[src/rtl/bm_buf_release.sv]
// Buffer release walker: pops release requests (head/tail pointer pairs) from
// a small FIFO and walks each chain through link memory. Every buffer on the
// chain is handed to free buffer control as one rel_buf_valid pulse. One chain
// is walked at a time. A chain that has not reached its tail after
// 2**PTR_NBITS buffers is aborted with rel_err.
//
// Handshake: a request is transferred on a rising clk edge where
// rel_req_valid and rel_req_ready are both 1. rel_req_ready depends only on
// FIFO fullness, freeb_init_done and reset, never on a same-cycle pop. While
// ready is low the upstream holds its request. There is no backpressure on
// rel_buf_valid, rel_done or rel_err.
module bm_buf_release #(
   parameter int PTR_NBITS = 4,
   parameter int LL_RD_LAT = 2,
   parameter int REQ_DEPTH = 4
) (
   input  logic                 clk,
   input  logic                 rst,
   input  logic                 freeb_init_done,
   input  logic                 rel_req_valid,
   input  logic [PTR_NBITS-1:0] rel_req_head_ptr,
   input  logic [PTR_NBITS-1:0] rel_req_tail_ptr,
   output logic                 rel_req_ready,
   output logic                 ll_rd,
   output logic [PTR_NBITS-1:0] ll_rd_ptr,
   input  logic [PTR_NBITS-1:0] ll_rd_data,
   output logic                 rel_buf_valid,
   output logic [PTR_NBITS-1:0] rel_buf_ptr,
   output logic                 rel_done,
   output logic [PTR_NBITS:0]   rel_done_count,
   output logic                 rel_err,
   output logic                 busy,
   output logic [1:0]           dbg_state
);

   localparam int AW   = (REQ_DEPTH > 1) ? $clog2(REQ_DEPTH) : 1;
   localparam int LW   = (LL_RD_LAT > 1) ? $clog2(LL_RD_LAT) : 1;
   localparam int CW   = PTR_NBITS + 1;
   localparam logic [CW-1:0] FULL_CNT = {1'b1, {PTR_NBITS{1'b0}}};

   typedef enum logic [1:0] {
      S_IDLE = 2'd0,
      S_EMIT = 2'd1,
      S_WAIT = 2'd2
   } state_t;

   // ---------------------------------------------------------------- FIFO
   logic [PTR_NBITS-1:0] fifo_head [REQ_DEPTH];
   logic [PTR_NBITS-1:0] fifo_tail [REQ_DEPTH];
   logic [AW:0]          wr_ptr, rd_ptr;
   logic                 fifo_empty, fifo_full;
   logic                 push, pop;

   assign fifo_empty    = (wr_ptr == rd_ptr);
   assign fifo_full     = (wr_ptr[AW] != rd_ptr[AW]) &&
                          (wr_ptr[AW-1:0] == rd_ptr[AW-1:0]);
   assign rel_req_ready = !fifo_full && freeb_init_done && !rst;
   assign push          = rel_req_valid && rel_req_ready;

   // Request storage; contents are only meaningful between the pointers.
   always_ff @(posedge clk) begin
      if (push) begin
         fifo_head[wr_ptr[AW-1:0]] <= rel_req_head_ptr;
         fifo_tail[wr_ptr[AW-1:0]] <= rel_req_tail_ptr;
      end
   end

   // FIFO pointers; a pool (re)init flushes every queued request.
   always_ff @(posedge clk) begin
      if (rst || !freeb_init_done) begin
         wr_ptr <= '0;
         rd_ptr <= '0;
      end else begin
         if (push) wr_ptr <= wr_ptr + (AW+1)'(1);
         if (pop)  rd_ptr <= rd_ptr + (AW+1)'(1);
      end
   end

   // ----------------------------------------------------------------- FSM
   state_t               state_q, state_d;
   logic [PTR_NBITS-1:0] cur_q, cur_d;
   logic [PTR_NBITS-1:0] tail_q, tail_d;
   logic [CW-1:0]        cnt_q, cnt_d, cnt_inc;
   logic [LW-1:0]        lat_q, lat_d;

   assign cnt_inc   = cnt_q + CW'(1);
   assign busy      = (state_q != S_IDLE) || !fifo_empty;
   assign dbg_state = state_q;

   // State register and walk datapath.
   always_ff @(posedge clk) begin
      if (rst) begin
         state_q <= S_IDLE;
         cur_q   <= '0;
         tail_q  <= '0;
         cnt_q   <= '0;
         lat_q   <= '0;
      end else begin
         state_q <= state_d;
         cur_q   <= cur_d;
         tail_q  <= tail_d;
         cnt_q   <= cnt_d;
         lat_q   <= lat_d;
      end
   end

   // Next state: pop a chain, emit one buffer, then wait out the link read.
   always_comb begin
      state_d = state_q;
      cur_d   = cur_q;
      tail_d  = tail_q;
      cnt_d   = cnt_q;
      lat_d   = lat_q;
      pop     = 1'b0;
      if (!freeb_init_done) begin
         state_d = S_IDLE;
      end else begin
         case (state_q)
            S_IDLE: begin
               if (!fifo_empty) begin
                  pop     = 1'b1;
                  cur_d   = fifo_head[rd_ptr[AW-1:0]];
                  tail_d  = fifo_tail[rd_ptr[AW-1:0]];
                  cnt_d   = '0;
                  state_d = S_EMIT;
               end
            end
            S_EMIT: begin
               cnt_d = cnt_inc;
               if (cur_q == tail_q || cnt_inc == FULL_CNT) begin
                  state_d = S_IDLE;
               end else begin
                  state_d = S_WAIT;
                  lat_d   = LW'(LL_RD_LAT - 1);
               end
            end
            S_WAIT: begin
               if (lat_q == '0) begin
                  cur_d   = ll_rd_data;
                  state_d = S_EMIT;
               end else begin
                  lat_d = lat_q - LW'(1);
               end
            end
            default: state_d = S_IDLE;
         endcase
      end
   end

   // ------------------------------------------------------------- outputs
   logic                 rel_buf_valid_q, rel_buf_valid_d;
   logic [PTR_NBITS-1:0] rel_buf_ptr_d;
   logic                 ll_rd_d;
   logic [PTR_NBITS-1:0] ll_rd_ptr_d;
   logic                 rel_done_d, rel_err_d;
   logic [CW-1:0]        rel_done_count_d;
   logic                 emit_d, finishing;

   // Output decode from the next state, so every output is a flop. The link
   // read for the next pointer is issued alongside the emit unless this
   // buffer is the tail or the last one allowed before the abort.
   always_comb begin
      emit_d           = (state_d == S_EMIT);
      finishing        = freeb_init_done && (state_q == S_EMIT);
      rel_buf_valid_d  = emit_d;
      rel_buf_ptr_d    = emit_d ? cur_d : '0;
      ll_rd_d          = emit_d && (cur_d != tail_d) &&
                         ((cnt_d + CW'(1)) != FULL_CNT);
      ll_rd_ptr_d      = ll_rd_d ? cur_d : '0;
      rel_done_d       = finishing && (cur_q == tail_q);
      rel_err_d        = finishing && (cur_q != tail_q) && (cnt_inc == FULL_CNT);
      rel_done_count_d = (rel_done_d || rel_err_d) ? cnt_inc : '0;
   end

   // Output registers.
   always_ff @(posedge clk) begin
      if (rst) begin
         rel_buf_valid_q <= 1'b0;
         rel_buf_ptr     <= '0;
         ll_rd           <= 1'b0;
         ll_rd_ptr       <= '0;
         rel_done        <= 1'b0;
         rel_err         <= 1'b0;
         rel_done_count  <= '0;
      end else begin
         rel_buf_valid_q <= rel_buf_valid_d;
         rel_buf_ptr     <= rel_buf_ptr_d;
         ll_rd           <= ll_rd_d;
         ll_rd_ptr       <= ll_rd_ptr_d;
         rel_done        <= rel_done_d;
         rel_err         <= rel_err_d;
         rel_done_count  <= rel_done_count_d;
      end
   end

   // A release must never reach the free pool while it is being rebuilt, even
   // in the first cycle freeb_init_done drops.
   assign rel_buf_valid = rel_buf_valid_q && freeb_init_done;

endmodule

[config.mk]
export PLATFORM = sky130hd
export DESIGN_NAME = bm_buf_release
export DESIGN_NICKNAME = d
export VERILOG_FILES = /design/src/rtl/bm_buf_release.sv
export SDC_FILE = /design/constraint.sdc
export NUM_CORES = 1
export LEC_CHECK = 0
export ABC_AREA = 1
export CAP_MARGIN = 20
export CORE_MARGIN = 5
export CORE_UTILIZATION = 39
export DETAILED_ROUTE_END_ITERATION = 10
export PLACE_DENSITY = 0.65
export SLEW_MARGIN = 5
export SYNTH_ARGS = -nofsm -noshare
export SYNTH_HDL_FRONTEND = slang
export SYNTH_SLANG_ARGS = --single-unit
export TNS_END_PERCENT = 1
[constraint.sdc]
create_clock -name clk -period 2.6 [get_ports clk]
set_clock_uncertainty 0.2 [all_clocks]
set_input_delay 0.52 -clock clk [delete_from_list [all_inputs] [get_ports clk]]
set_output_delay 0.52 -clock clk [all_outputs]
set_load 0.1 [all_outputs]
; Yosys cells after proc, flatten, opt, wreduce, memory -nomap -nowiden
; Memory sizes are Yosys's and may differ from the RTL's. A register that Yosys moved wholly into a read port is not among the register bits.
; Index checks and enable logic that the tools add are counted.
; W data, S select, Z words.
[op_classes]
addsub = 5
n_eq_ne = 12
reduce_logical = 26
bitwise = 3
mux = 27
[op_table]
columns = operator, count
row1 = $mux W4, 6
row2 = $mux W2, 8
row3 = $logic_and A1 B1 Y1, 11
row4 = $add A5 B1 Y5 const B, 2
row5 = $mux W5, 2
row6 = $pmux W5 S2, 1
row7 = $ne A4 B4 Y1, 2
row8 = $pmux W4 S2, 1
row9 = $mux W1, 7
row10 = $add A3 B1 Y3 const B, 2
row11 = $pmux W2 S3, 1
row12 = $reduce_or A2 Y1, 3
row13 = $eq A5 B5 Y1 const B, 1
row14 = $ne A5 B5 Y1 const B, 1
row15 = $eq A2 B1 Y1 const B, 2
row16 = $eq A4 B4 Y1, 1
row17 = $logic_not A1 Y1, 4
row18 = $logic_or A1 B1 Y1, 4
row19 = $reduce_bool A2 Y1, 2
row20 = $eq A3 B3 Y1, 1
row21 = $not A1 Y1, 3
row22 = $reduce_and A3 Y1, 1
row23 = $eq A2 B2 Y1, 1
row24 = $eq A2 B2 Y1 const B, 1
row25 = 5 further kinds, 5
[totals]
inputBits = 16
elab_cells = 89
regBits = 39
n_memories = 2
ramBits = 32
out_inout_bits = 21
[memory_table]
columns = name, words, width, rd, rd_ports_with_merged_regs, wr, line
row1 = fifo_head, 4, 4, 1, 1, 1, 48  ; logic [PTR_NBITS-1:0] fifo_head [REQ_DEPTH];
row2 = fifo_tail, 4, 4, 1, 1, 1, 49  ; logic [PTR_NBITS-1:0] fifo_tail [REQ_DEPTH];

; Longest topological paths before layout
; Gate-level depths: netlist (run 1).
[depth]
depth_word = 11
mapped_depth = 17
ltp_nobuf = 15

; Worst setup path before layout (run 1)
; OpenSTA, ideal clock, no wires.
[synth_path]
kind = register -> register
start = register state_q[0] (netlist: dbg_state[0])
end = register ll_rd_ptr[2]
required_ps = 2287
arrival_ps = 2986
setup_ps = 113
period_less_slack_ps = 3298
n_path_buf = 0
path_stages_with_launch = 11
slack_ps = -698
path_cell_list = dfxtp_1 nor2_4 nand4_1 nand3_1 nand2_1 o21ai_0 nand3_1 nor2_1 nor2_1 nand2_2 nor2_1
[synth_between]
elab_chain_cells = 8
word_cells_on_any_way = 21
cone_classes = add/sub (1) / eq/ne (5) / mux (10) / bitwise (1) / reduce/logical (4)
[synth_rtl]
columns = item, line
row1 = from (decl), 80  ; state_t state_q, state_d;
row2 = from (signal assigned), 99  ; state_q <= state_d;
row3 = $eq A2 B1 Y1 (tied with other cells), 118  ; case (state_q)
row4 = $pmux W5 S2 (tied with other cells), 118
row5 = $mux W5 (tied with other cells), 115  ; if (!freeb_init_done) begin
row6 = $add A5 B1 Y5 (tied with other cells), 168  ; ((cnt_d + CW'(1)) != FULL_CNT);
row7 = $ne A5 B5 Y1 or $logic_and A1 B1 Y1 (tied branches), "168, 167"
row8 = $logic_and A1 B1 Y1, 167  ; ll_rd_d = emit_d && (cur_d != tail_d) &&
row9 = $not A1 Y1 (no source line), n/a
row10 = $reduce_or A2 Y1 (no source line), n/a
row11 = to (signal assigned), 189  ; ll_rd_ptr <= ll_rd_ptr_d;
row12 = to (decl), 25  ; output logic [PTR_NBITS-1:0] ll_rd_ptr,
; Several ways; a longest one is shown, not always the timed one.
; A chain may end at the register's enable or synchronous reset.

; Final worst setup path (run 1)
[layout_path]
start = input port freeb_init_done
end = output port rel_req_ready
[layout_between]
elab_chain_cells = 2
[layout_rtl]
columns = item, line
row1 = from (decl), 19  ; input logic freeb_init_done,
row2 = $logic_and A1 B1 Y1 (2 in series), 57  ; assign rel_req_ready = !fifo_full && freeb_init_done && !rst;
row3 = to (decl), 23  ; output logic rel_req_ready,
; No other way between the ends.

==> results of run 1 <==
[power breakdown]
part | switching, mW | internal [mW] | total [mW]
registers | 0.0150 | 1.21 | 1.23
logic | 0.187 | 0.101 | 0.287
clock network | 0.436 | 0.449 | 0.885
total | 0.638 | 1.76 | 2.40
[registers in the layout, summed over array words and instances (netlist names), named ones only]
signal           count
tail_q               4
dbg_state            2
rel_done             1
ll_rd                1
rel_buf_valid_q      1
rel_err              1
fifo_tail           16
cnt_q                5
ll_rd_ptr            4
cur_q                4
rd_ptr               3
lat_q                1
wr_ptr               3
rel_done_count       5
fifo_head           16
rel_buf_ptr          4
[per-layer routing]
layer,vias up,global-route usage
met5,-,0
met4,0,0.0622
met3,9,0.0346
met2,55,0.221
met1,1100,0.175
li1,1263,-
[path summary, 6_finish.rpt]
kind | startpoint | endpoint | slack, ns | cells after the start
worst max-delay path | freeb_init_done | rel_req_ready | 0.24 | 6
worst min-delay path | cnt_q[4] | cnt_q[4] | 0.30 | 2
worst max register to register | register | ll_rd_ptr[0] | 0.54 | 11
worst min register to register | cnt_q[4] | cnt_q[4] | 0.30 | 2
[cell usage in the layout, fill, tap and decap left out, drive strengths merged]
cell,instances
a21oi,17
and3,1
buf,31
bufinv,1
clkbuf,9
clkdlybuf4s50,15
clkinvlp,4
dfxtp,41
edfxtp,32
ha,7
inv,61
nand2,79
nand3,22
nand4,6
nor2,57
nor3,3
o21a,1
o21ai,20
o22ai,3
or2,2
xnor2,4
xor2,4
[Yosys cell counts (all sizes together)]
library cell	instances	share of area
a21oi	17	0.026
and3	1	0.0019
buf	5	0.014
clkbuf	2	0.0023
dfxtp	41	0.26
edfxtp	32	0.30
ha	7	0.027
inv	59	0.069
nand2	79	0.099
nand3	22	0.042
nand4	6	0.012
nor2	57	0.078
nor3	3	0.0047
o21a	1	0.0023
o21ai	20	0.035
o22ai	3	0.0058
or2	2	0.0039
xnor2	4	0.011
xor2	4	0.011
[critical path: stages]
cell and delay, ns:
sky130_fd_sc_hd__clkdlybuf4s50_1 0.54, sky130_fd_sc_hd__inv_2 0.08, sky130_fd_sc_hd__nor2_4 0.09, sky130_fd_sc_hd__o21ai_0 0.12, sky130_fd_sc_hd__inv_2 0.10, sky130_fd_sc_hd__buf_12 0.17
[final cells by class]
| cell class | count | area [um2] |
|---|---|---|
| well taps | 105 | 131 |
| flip-flops and latches | 73 | 1790 |
| fillers | 752 | 4200 |
| repair buffers | 46 | 433 |
| inverters | 59 | 221 |
| multi-input cells | 226 | 1160 |
| clock inverters | 7 | 77.6 |
| clock buffers | 9 | 124 |
[cell families after synthesis]
group                      count (synthesis)
AOI/OAI and AO/OA                         41
xor gates and xnor gates                   8
adders and majority gates                  7
buffers and inverters                     66
DFF                                       73
and+or+nand+nor                          170
[stage by stage]
stage	cells	hold slack, ns	TNS, ns	utilization
2_1_floorplan	365	0.255	-1.41	-
3_3_place_gp	509	0.273	0	0.459
3_5_place_dp	509	0.276	0	0.459
4_1_cts	525	0.296	0	0.484
5_1_grt	525	0.316	0	0.484
6_report	525	0.300	0	0.484
==> reports/summary.txt, run 1 <==
Layout Nets: 438
Max Fanout on Critical Path: 4
Total count of hold-check failures in the final report: 0
Cell at the root of the clock tree: sky130_fd_sc_hd__clkbuf_8
Fmax: 0.424 GHz
Overall power of the completed layout: 2.40 mW
Number of buffers created by CTS: 9
Post-Synthesis Cell Area: 3210 um2
Highest ir drop seen on vdd: 0.310 mV
Time the final worst path needs with I/O delays and setup: 2.36 ns
Post-route cell area: 3940 um2
Largest net degree at the start of global routing: 17
Clock transition time at the flip-flop clock pins of the worst setup and hold paths: 0.07 ns
Crit path arrival time: 1.64 ns
Die Y: 101 um
Hold WC Path Type: reg2reg
Max Buffers Root-to-Sink: 2
HPWL after detailed placement: 4880 um
Adder-cell share of the synthesized area: 0.0273
Area enclosed by the die boundary: 10200 um2
Areal power density over the cells: 610 nW/um2
Length of routed wiring on met1: 2910 um
Placement-stage cell area: 3730 um2
Synth Register Bits: 73
Postcts setup bufs: 0
Global-route wire length before repair: 10900 um
Via/cell ratio: 4.62
Routed wire per std cell: 12.4 um
Final WL: 6500 um
Post-Syn Instances: 365
Maxcap violations: 0
Main combinational cell family by area after synthesis: simple AND/OR/NAND/NOR gates
Layout-stage area growth over the synthesis result: 22.6%
Ratio of cells with drive above 1 in the final layout: 0.183
Post-synthesis share of cell area spent on and, or, nand and nor gates: 0.241
Number of rows in the core area: 33
Total number of H-tree levels: 3
Number of antenna violations at the first check in global routing: 0
Critical path launch point type: primary input
Post-route setup slack: 0.239 ns
Area fraction in compound gates after synthesis: 0.0693
Total DRC errors in the routed layout: 0
Clock tree from TritonCTS: yes
Worst slew pin tran: 0.314 ns
Count of antenna-violating nets left after detailed routing: 0
Count of cell types in the netlist: 29
Setup repair after global routing missed its margin: false
# setup viols final: 0
Xor and xnor fraction of the mapped netlist area: 0.0218
GRT Overall Usage: 0.138
Critical path start-end classification: in2out
Status: complete, no violations
Highest routed layer: met4
Final worst path period share: 0.908
Pre-CTS WS: 0.166 ns
Detailed Routing Iterations Pass 1: 4
Antenna diode instance count: 0
Clock network latency to the later pin of the worst-skew pair: 0.34 ns
Vias in the first global route: 2378
Final GP Congestion: 0.842
Clock sink total: 73
Hold-fix buffers, CTS: 0
Leak Pwr: 1.70 nW
Number of warning messages in the yosys log: 0
Fin. max-slew vios: 0
Placeable core region: 8130 um2
Worst slew margin relative to its limit: 0.790
Worst setup EP type: primary output
Overflow left after global routing: 0
Total nets after synthesis: 388
Number of buffer cells added on primary ports: 36
Width of the die: 101 um
Starting density of the core: 0.395
Detailed route wirelength on metal2: 3140 um
Sequential fraction of the synthesis area: 0.555
Required time at the endpoint of the critical path: 1.88 ns
I/O Pins: 37
Vias: 2427
Detailed router's first-iteration violation count: 90
Mux cell area share after synthesis: 0
Number of resized instances in the post-cts repair step: 0
Met3 wire length: 342 um
Avg Cell Area, Syn: 8.80 um2
(Power assumes the default switching activity.)
==> run 2: changes to the inputs <==
Settings changed: PLACE_DENSITY 0.65 to 0.67.
Clock period 2.6 ns to 2.09 ns, I/O delays scaled along.
==> run 2 against run 1 <==
Effect of this change: critical path type is now reg2out; worst hold slack got worse by 0.0035 ns; largest power group unchanged; critical path depth unchanged; setup slack got worse by 0.19 ns; largest cell class unchanged; combinational power rose by 57%.
==> reports/summary.txt, run 2 (same netlist as run 1, synthesis figures left out) <==
Status: complete, no violations (unchanged)
Total number of H-tree levels: 3 (unchanged)
Area enclosed by the die boundary: 10200 um2 (unchanged)
Power share of the sequential group: 0.514 (was 0.512)
Net switching share of the total power: 0.276 (was 0.266)
Layout Nets: 468 (was 438)
Critical path launch point type: register (was primary input)
RR Endpoint: ll_rd_ptr[1] (was ll_rd_ptr[0])
Number of buffers created by CTS: 9 (unchanged)
Total DRC errors in the routed layout: 0 (unchanged)
Endpoint, Worst Hold: cnt_q[4] (unchanged)
Layout-stage area growth over the synthesis result: 35.2% (was 22.6%)
Portion of total power attributed to the clock network: 0.336 (was 0.369)
RR Startpoint: wr_ptr[0]
Maxcap violations: 0 (unchanged)
Overflow left after global routing: 0 (unchanged)
Placement-stage cell area: 3940 um2 (was 3730 um2)
Leak Pwr: 1.89 nW (was 1.70 nW)
Hold WC Path Type: reg2reg (unchanged)
Required time at the endpoint of the critical path: 1.47 ns (was 1.88 ns)
Fmax: 0.489 GHz
Global-route wire length before repair: 11100 um (was 10900 um)
Minimum setup slack among reg-to-reg paths: 0.08 ns (was 0.54 ns)
Final GP Congestion: 0.861 (was 0.842)
Highest ir drop seen on vdd: 0.258 mV (was 0.310 mV)
Routed wire per std cell: 12.8 um (was 12.4 um)
Detailed router's first-iteration violation count: 144 (was 90)
Most common cell after layout, fill and taps aside: sky130_fd_sc_hd__nand2_1 (unchanged)
# setup viols final: 0 (unchanged)
R2R cell count: 16 (was 11)
HPWL after detailed placement: 4970 um (was 4880 um)
Cell at the root of the clock tree: sky130_fd_sc_hd__clkbuf_8 (unchanged)
Max Fanout on Critical Path: 4 (unchanged)
Portion of total power attributed to combinational logic: 0.151 (was 0.120)
Largest net degree at the start of global routing: 17 (unchanged)
Crit path arrival time: 1.43 ns (was 1.64 ns)
Vias in the first global route: 2389 (was 2378)
Number of antenna violations at the first check in global routing: 0 (unchanged)
Starting density of the core: 0.395 (unchanged)
Final WL: 7090 um (was 6500 um)
Post-route cell area: 4340 um2 (was 3940 um2)
Width of the die: 101 um (unchanged)
Time the final worst path needs with I/O delays and setup: 2.05 ns
Clock sink total: 73 (unchanged)
Number of buffer cells added on primary ports: 36 (unchanged)
Antenna diode instance count: 0 (unchanged)
Hold Crit Depth: 2 (unchanged)
Ratio of cells with drive above 1 in the final layout: 0.291 (was 0.183)
Clock transition time at the flip-flop clock pins of the worst setup and hold paths: 0.07 ns (about the same)
GRT Overall Usage: 0.140 (was 0.138)
Setup repair after global routing missed its margin: true (was false)
Hold-fix buffers, CTS: 0 (unchanged)
Clock network latency to the later pin of the worst-skew pair: 0.36 ns (was 0.34 ns)
Clock tree from TritonCTS: yes (unchanged)
Commonest non-fill, non-tap cells in the layout: sky130_fd_sc_hd__nand2_1, sky130_fd_sc_hd__nor2_1, sky130_fd_sc_hd__inv_1 (was sky130_fd_sc_hd__nand2_1, sky130_fd_sc_hd__inv_1, sky130_fd_sc_hd__nor2_1)
Switching power summed over all nets: 823 uW (was 638 uW)
Worst setup EP type: primary output (unchanged)
Vias: 2622 (was 2427)
Placeable core region: 8130 um2 (unchanged)
Die Y: 101 um (unchanged)
Worst slew pin tran: 0.398 ns (was 0.314 ns)
Critical path start-end classification: reg2out (was in2out)
Total count of hold-check failures in the final report: 0 (unchanged)
Areal power density over the cells: 686 nW/um2 (was 610 nW/um2)
Overall power of the completed layout: 2.98 mW (was 2.40 mW)
Hold Startpoint: cnt_q[4] (unchanged)
Detailed Routing Iterations Pass 1: 5 (was 4)
I/O Pins: 37 (unchanged)
Int Power: 2.16 mW (was 1.76 mW)
Count of antenna-violating nets left after detailed routing: 0 (unchanged)
Final worst path period share: 0.979
Max Buffers Root-to-Sink: 2 (unchanged)
Worst slew margin relative to its limit: 0.735 (was 0.790)
Number of rows in the core area: 33 (unchanged)
Fin. max-slew vios: 0 (unchanged)
Via/cell ratio: 4.72 (was 4.62)
-- run 2: cell types whose count changed in the layout (fill, tap and decap cells not counted), sizes merged --
cell	delta
clkdlybuf4s50	-2
inv	-2
bufinv	-1
clkbuf	+1
dlygate4sd2	+2
buf	+30
clkinv	+2
-- run 2: layer usage --
layer / track usage / wire, um / vias up
met1: 0.174 / 3100 / 1215
li1: - / - / 1326
met5: 0 / 0 / -
met4: 0.0580 / 179 / 0
met2: 0.230 / 3450 / 65
met3: 0.0388 / 365 / 16
-- run 2: layout make-up --
class	count	area, um2
multi-input combinational	226	1230
tap	105	131
clock inverter	6	43.8
sequential	73	1810
clock buffer	10	138
fill	708	3790
timing repair buffer	76	767
inverter	59	224
-- run 2: repair_timing --
action / 4_1_cts / 5_1_grt
hold endpoints to repair: 0 / 0
endpoints found under the setup margin: 7 / 7
buffers inserted: 4 / 12
gates resized for setup: 9 / 36
pin swaps: 3 / 17
-- run 2: worst max path at each step --
stage	from	depth (start not counted)	slack, ns	endpoint
finish	wr_ptr[0]	6	0.04	busy
global route	wr_ptr[0]	15	-0.06	ll_rd_ptr[1]
CTS	wr_ptr[1]	8	-0.01	rel_req_ready
detailed placement	freeb_init_done	11	-0.22	ll_rd_ptr[1]
global placement	freeb_init_done	8	-0.21	fifo_tail[0][0]
floorplan	dbg_state[1]	10	-0.77	ll_rd_ptr[2]
-- run 2: through the flow --
stage / utilization / instances / hold slack (ns) / setup WS, ns / setup TNS [ns]
global route: 0.534 / 555 / 0.328 / -0.0576 / -0.247
global placement: 0.485 / 525 / 0.280 / -0.211 / -8.02
CTS: 0.511 / 545 / 0.300 / -0.0118 / -0.0118
detailed placement: 0.485 / 525 / 0.289 / -0.223 / -7.82
finish: 0.534 / 555 / 0.296 / 0.0445 / 0
floorplan: - / 365 / 0.255 / -0.774 / -29.24
-- run 2: power by group through the flow --
stage	Combinational (mW)	Clock, mW	Sequential (mW)
6_report	0.450	1.00	1.53
5_1_grt	0.492	1.08	1.53
4_1_cts	0.398	1.01	1.53
3_5_place_dp	0.390	0	1.57
3_3_place_gp	0.386	0	1.56
2_1_floorplan	0.220	0	1.58
-- run 2: worst max-delay path, cell delays in order (launching register included) --
cell and delay (ns):
sky130_fd_sc_hd__dfxtp_4 0.36, sky130_fd_sc_hd__inv_2 0.06, sky130_fd_sc_hd__nand2_2 0.05, sky130_fd_sc_hd__nand2_2 0.08, sky130_fd_sc_hd__nand4_1 0.18, sky130_fd_sc_hd__buf_4 0.19, sky130_fd_sc_hd__buf_12 0.16
==> run 3: changes to the inputs <==
--- a/config.mk
+++ b/config.mk
@@ -11,2 +11,3 @@
 export CORE_UTILIZATION = 39
+export CTS_CLUSTER_SIZE = 25
 export DETAILED_ROUTE_END_ITERATION = 10
--- a/constraint.sdc
+++ b/constraint.sdc
@@ -4,2 +4,2 @@
 set_output_delay 0.418 -clock clk [all_outputs]
-set_load 0.1 [all_outputs]
+set_load 0.02 [all_outputs]
==> run 3 against run 2 <==
Effect of this change: first-iteration DRC count decreased by 9.0%; non-clock buffer count up 2; cell count rose by 0.36%; highest routed layer unchanged; register-to-register slack about the same.
==> reports/summary.txt, run 3 (same netlist as run 1, synthesis figures left out) <==
Placement-stage cell area: 3940 um2 (about the same)
# setup viols final: 0 (unchanged)
Status: complete, no violations (unchanged)
Slowest stage delay, CP: 0.50 ns (was 0.36 ns)
Maxcap violations: 0 (unchanged)
Via/cell ratio: 4.60 (was 4.72)
RR Startpoint: rd_ptr[1] (was wr_ptr[0])
Detailed router's first-iteration violation count: 131 (was 144)
Placeable core region: 8130 um2 (unchanged)
Cell with the largest stage delay on the worst path: sky130_fd_sc_hd__clkdlybuf4s50_1 (was sky130_fd_sc_hd__dfxtp_4)
Final WL: 7060 um (was 7090 um)
Final GP Congestion: 0.831 (was 0.861)
Crit path arrival time: 1.44 ns (was 1.43 ns)
I/O Pins: 37 (unchanged)
Ratio of cells with drive above 1 in the final layout: 0.226 (was 0.291)
Final Instance Count excl. Fillers: 557 (was 555)
Areal power density over the cells: 752 nW/um2 (was 686 nW/um2)
Largest net degree at the start of global routing: 17 (unchanged)
Fmax: 0.485 GHz (was 0.489 GHz)
Max Buffers Root-to-Sink: 2 (unchanged)
Total count of hold-check failures in the final report: 0 (unchanged)
Layout Nets: 470 (was 468)
Fin. max-slew vios: 0 (unchanged)
Detailed route wirelength on metal2: 3500 um (was 3450 um)
Width of the die: 101 um (unchanged)
Critical path launch point type: primary input (was register)
Number of buffers created by CTS: 9 (unchanged)
Routed wire per std cell: 12.7 um (was 12.8 um)
Overflow left after global routing: 0 (unchanged)
Hold Startpoint: cnt_q[4] (unchanged)
Length of routed wiring on met1: 3070 um (was 3100 um)
Global-route wire length before repair: 11100 um (about the same)
Number of rows in the core area: 33 (unchanged)
Final worst path period share: 0.986 (was 0.979)
Cell-by-cell listing of the critical path: clkdlybuf4s50_1, inv_2, nor2_4, o21ai_0, inv_1, buf_4 (was inv_2, nand2_2, nand2_2, nand4_1, buf_4, buf_12)
Hold WC Path Type: reg2reg (unchanged)
Die Y: 101 um (unchanged)
Post-route cell area: 4290 um2 (was 4340 um2)
Highest ir drop seen on vdd: 0.372 mV (was 0.258 mV)
Met3 wire length: 344 um (was 365 um)
Detailed Routing Iterations Pass 1: 4 (was 5)
Layout-stage area growth over the synthesis result: 33.7% (was 35.2%)
Hold-fix buffers, CTS: 0 (unchanged)
Worst slew margin relative to its limit: 0.754 (was 0.735)
HPWL after detailed placement: 5030 um (was 4970 um)
Startpoint of the worst setup timing path: freeb_init_done (was wr_ptr[0])
Total number of H-tree levels: 3 (unchanged)
Most common cell after layout, fill and taps aside: sky130_fd_sc_hd__nand2_1 (unchanged)
Starting density of the core: 0.395 (unchanged)
GRT Overall Usage: 0.142 (was 0.140)
Vias in the first global route: 2385 (was 2389)
Critical path start-end classification: in2out (was reg2out)
Clock network latency to the later pin of the worst-skew pair: 0.35 ns (was 0.36 ns)
Pre-CTS WS: -0.423 ns (was -0.223 ns)
Time the final worst path needs with I/O delays and setup: 2.06 ns (was 2.05 ns)
Number of buffers and inverters on the critical path: 4 (was 3)
Worst setup EP type: primary output (unchanged)
Clock sink total: 73 (unchanged)
Vias: 2563 (was 2622)
Setup repair after global routing missed its margin: true (unchanged)
Required time at the endpoint of the critical path: 1.47 ns (about the same)
Count of antenna-violating nets left after detailed routing: 0 (unchanged)
Cell at the root of the clock tree: sky130_fd_sc_hd__clkbuf_8 (unchanged)
Worst slew pin tran: 0.369 ns (was 0.398 ns)
Number of buffer cells added on primary ports: 36 (unchanged)
Area enclosed by the die boundary: 10200 um2 (unchanged)
Leak Pwr: 1.88 nW (was 1.89 nW)
Placed cell count: 536 (was 525)
Post-route setup slack: 0.0294 ns (was 0.0445 ns)
Total DRC errors in the routed layout: 0 (unchanged)
Antenna diode instance count: 0 (unchanged)
Max Fanout on Critical Path: 2 (was 4)
Clock tree from TritonCTS: yes (unchanged)
Clock transition time at the flip-flop clock pins of the worst setup and hold paths: 0.07 ns (about the same)
Cell family contributing the most delay on the critical path: buffers and inverters (unchanged)
Commonest non-fill, non-tap cells in the layout: sky130_fd_sc_hd__nand2_1, sky130_fd_sc_hd__inv_1, sky130_fd_sc_hd__nor2_1 (was sky130_fd_sc_hd__nand2_1, sky130_fd_sc_hd__nor2_1, sky130_fd_sc_hd__inv_1)
Number of antenna violations at the first check in global routing: 0 (unchanged)
Highest routed layer: met4 (unchanged)
## run 3: cell types whose count changed in the layout (fill, tap and decap cells not counted), moves of 6 or more
cell	before	now
sky130_fd_sc_hd__clkdlybuf4s50_1	13	31
sky130_fd_sc_hd__buf_4	46	38
sky130_fd_sc_hd__nand2_1	61	67
sky130_fd_sc_hd__buf_12	12	1
## run 3: worst paths after layout
path / slack, ns / end / cells after the start
worst max-delay path: 0.03 / rel_req_ready / 6
worst min-delay path: 0.29 / cnt_q[4] / 2
worst max register to register: 0.08 / ll_rd_ptr[3] / 15
worst min register to register: 0.29 / cnt_q[4] / 2
## run 3: power by group
part | internal [mW] | total (mW) | switching (mW)
clock | 0.824 | 1.33 | 0.508
combinational | 0.160 | 0.366 | 0.206
sequential | 1.51 | 1.53 | 0.0183
total | 2.50 | 3.23 | 0.732
## run 3: layout make-up
| class | count | area [um2] |
|---|---|---|
| flip-flops and latches | 73 | 1790 |
| repair buffers | 78 | 698 |
| clock buffers | 11 | 141 |
| inverters | 59 | 221 |
| well taps | 105 | 131 |
| multi-input cells | 226 | 1210 |
| fillers | 727 | 3840 |
| clock inverters | 5 | 103 |
## run 3: metrics by stage
| step | total power, mW | hold WS, ns | setup TNS, ns | utilization |
|---|---|---|---|---|
| final | 3.23 | 0.286 | 0 | 0.528 |
| after global routing | 3.36 | 0.335 | -0.351 | 0.528 |
| after CTS | 3.22 | 0.291 | 0 | 0.514 |
| after detailed placement | 1.90 | 0.279 | -7.84 | 0.484 |
| after global placement | 1.89 | 0.282 | -7.83 | 0.484 |
| after floorplan | 1.76 | 0.255 | -2.22 | - |
## run 3: timing repair
action / in CTS / in global routing
resized for setup: 10 / 30
pin swaps: 0 / 12
setup buffers: 0 / 5
setup endpoints to repair: 4 / 8
## run 3: metal layers
layer	up-vias	GRT usage
li1	1326	-
met1	1170	0.176
met2	54	0.237
met3	13	0.0325
met4	0	0.0601
met5	-	0
## run 3: worst register-to-register path, stage by stage, from the launching register on
cell and delay, ns:
sky130_fd_sc_hd__dfxtp_2 0.36, sky130_fd_sc_hd__inv_2 0.05, sky130_fd_sc_hd__nand2_2 0.06, sky130_fd_sc_hd__nand2_2 0.08, sky130_fd_sc_hd__buf_6 0.12, sky130_fd_sc_hd__nand3_4 0.13
sky130_fd_sc_hd__nand3_4 0.11, sky130_fd_sc_hd__buf_6 0.15, sky130_fd_sc_hd__o21ai_4 0.17, sky130_fd_sc_hd__inv_1 0.06, sky130_fd_sc_hd__nand2_1 0.05, sky130_fd_sc_hd__nand2_1 0.04
sky130_fd_sc_hd__nor2_1 0.09, sky130_fd_sc_hd__nand2_1 0.09, sky130_fd_sc_hd__nand2_4 0.11, sky130_fd_sc_hd__nor2_1 0.05
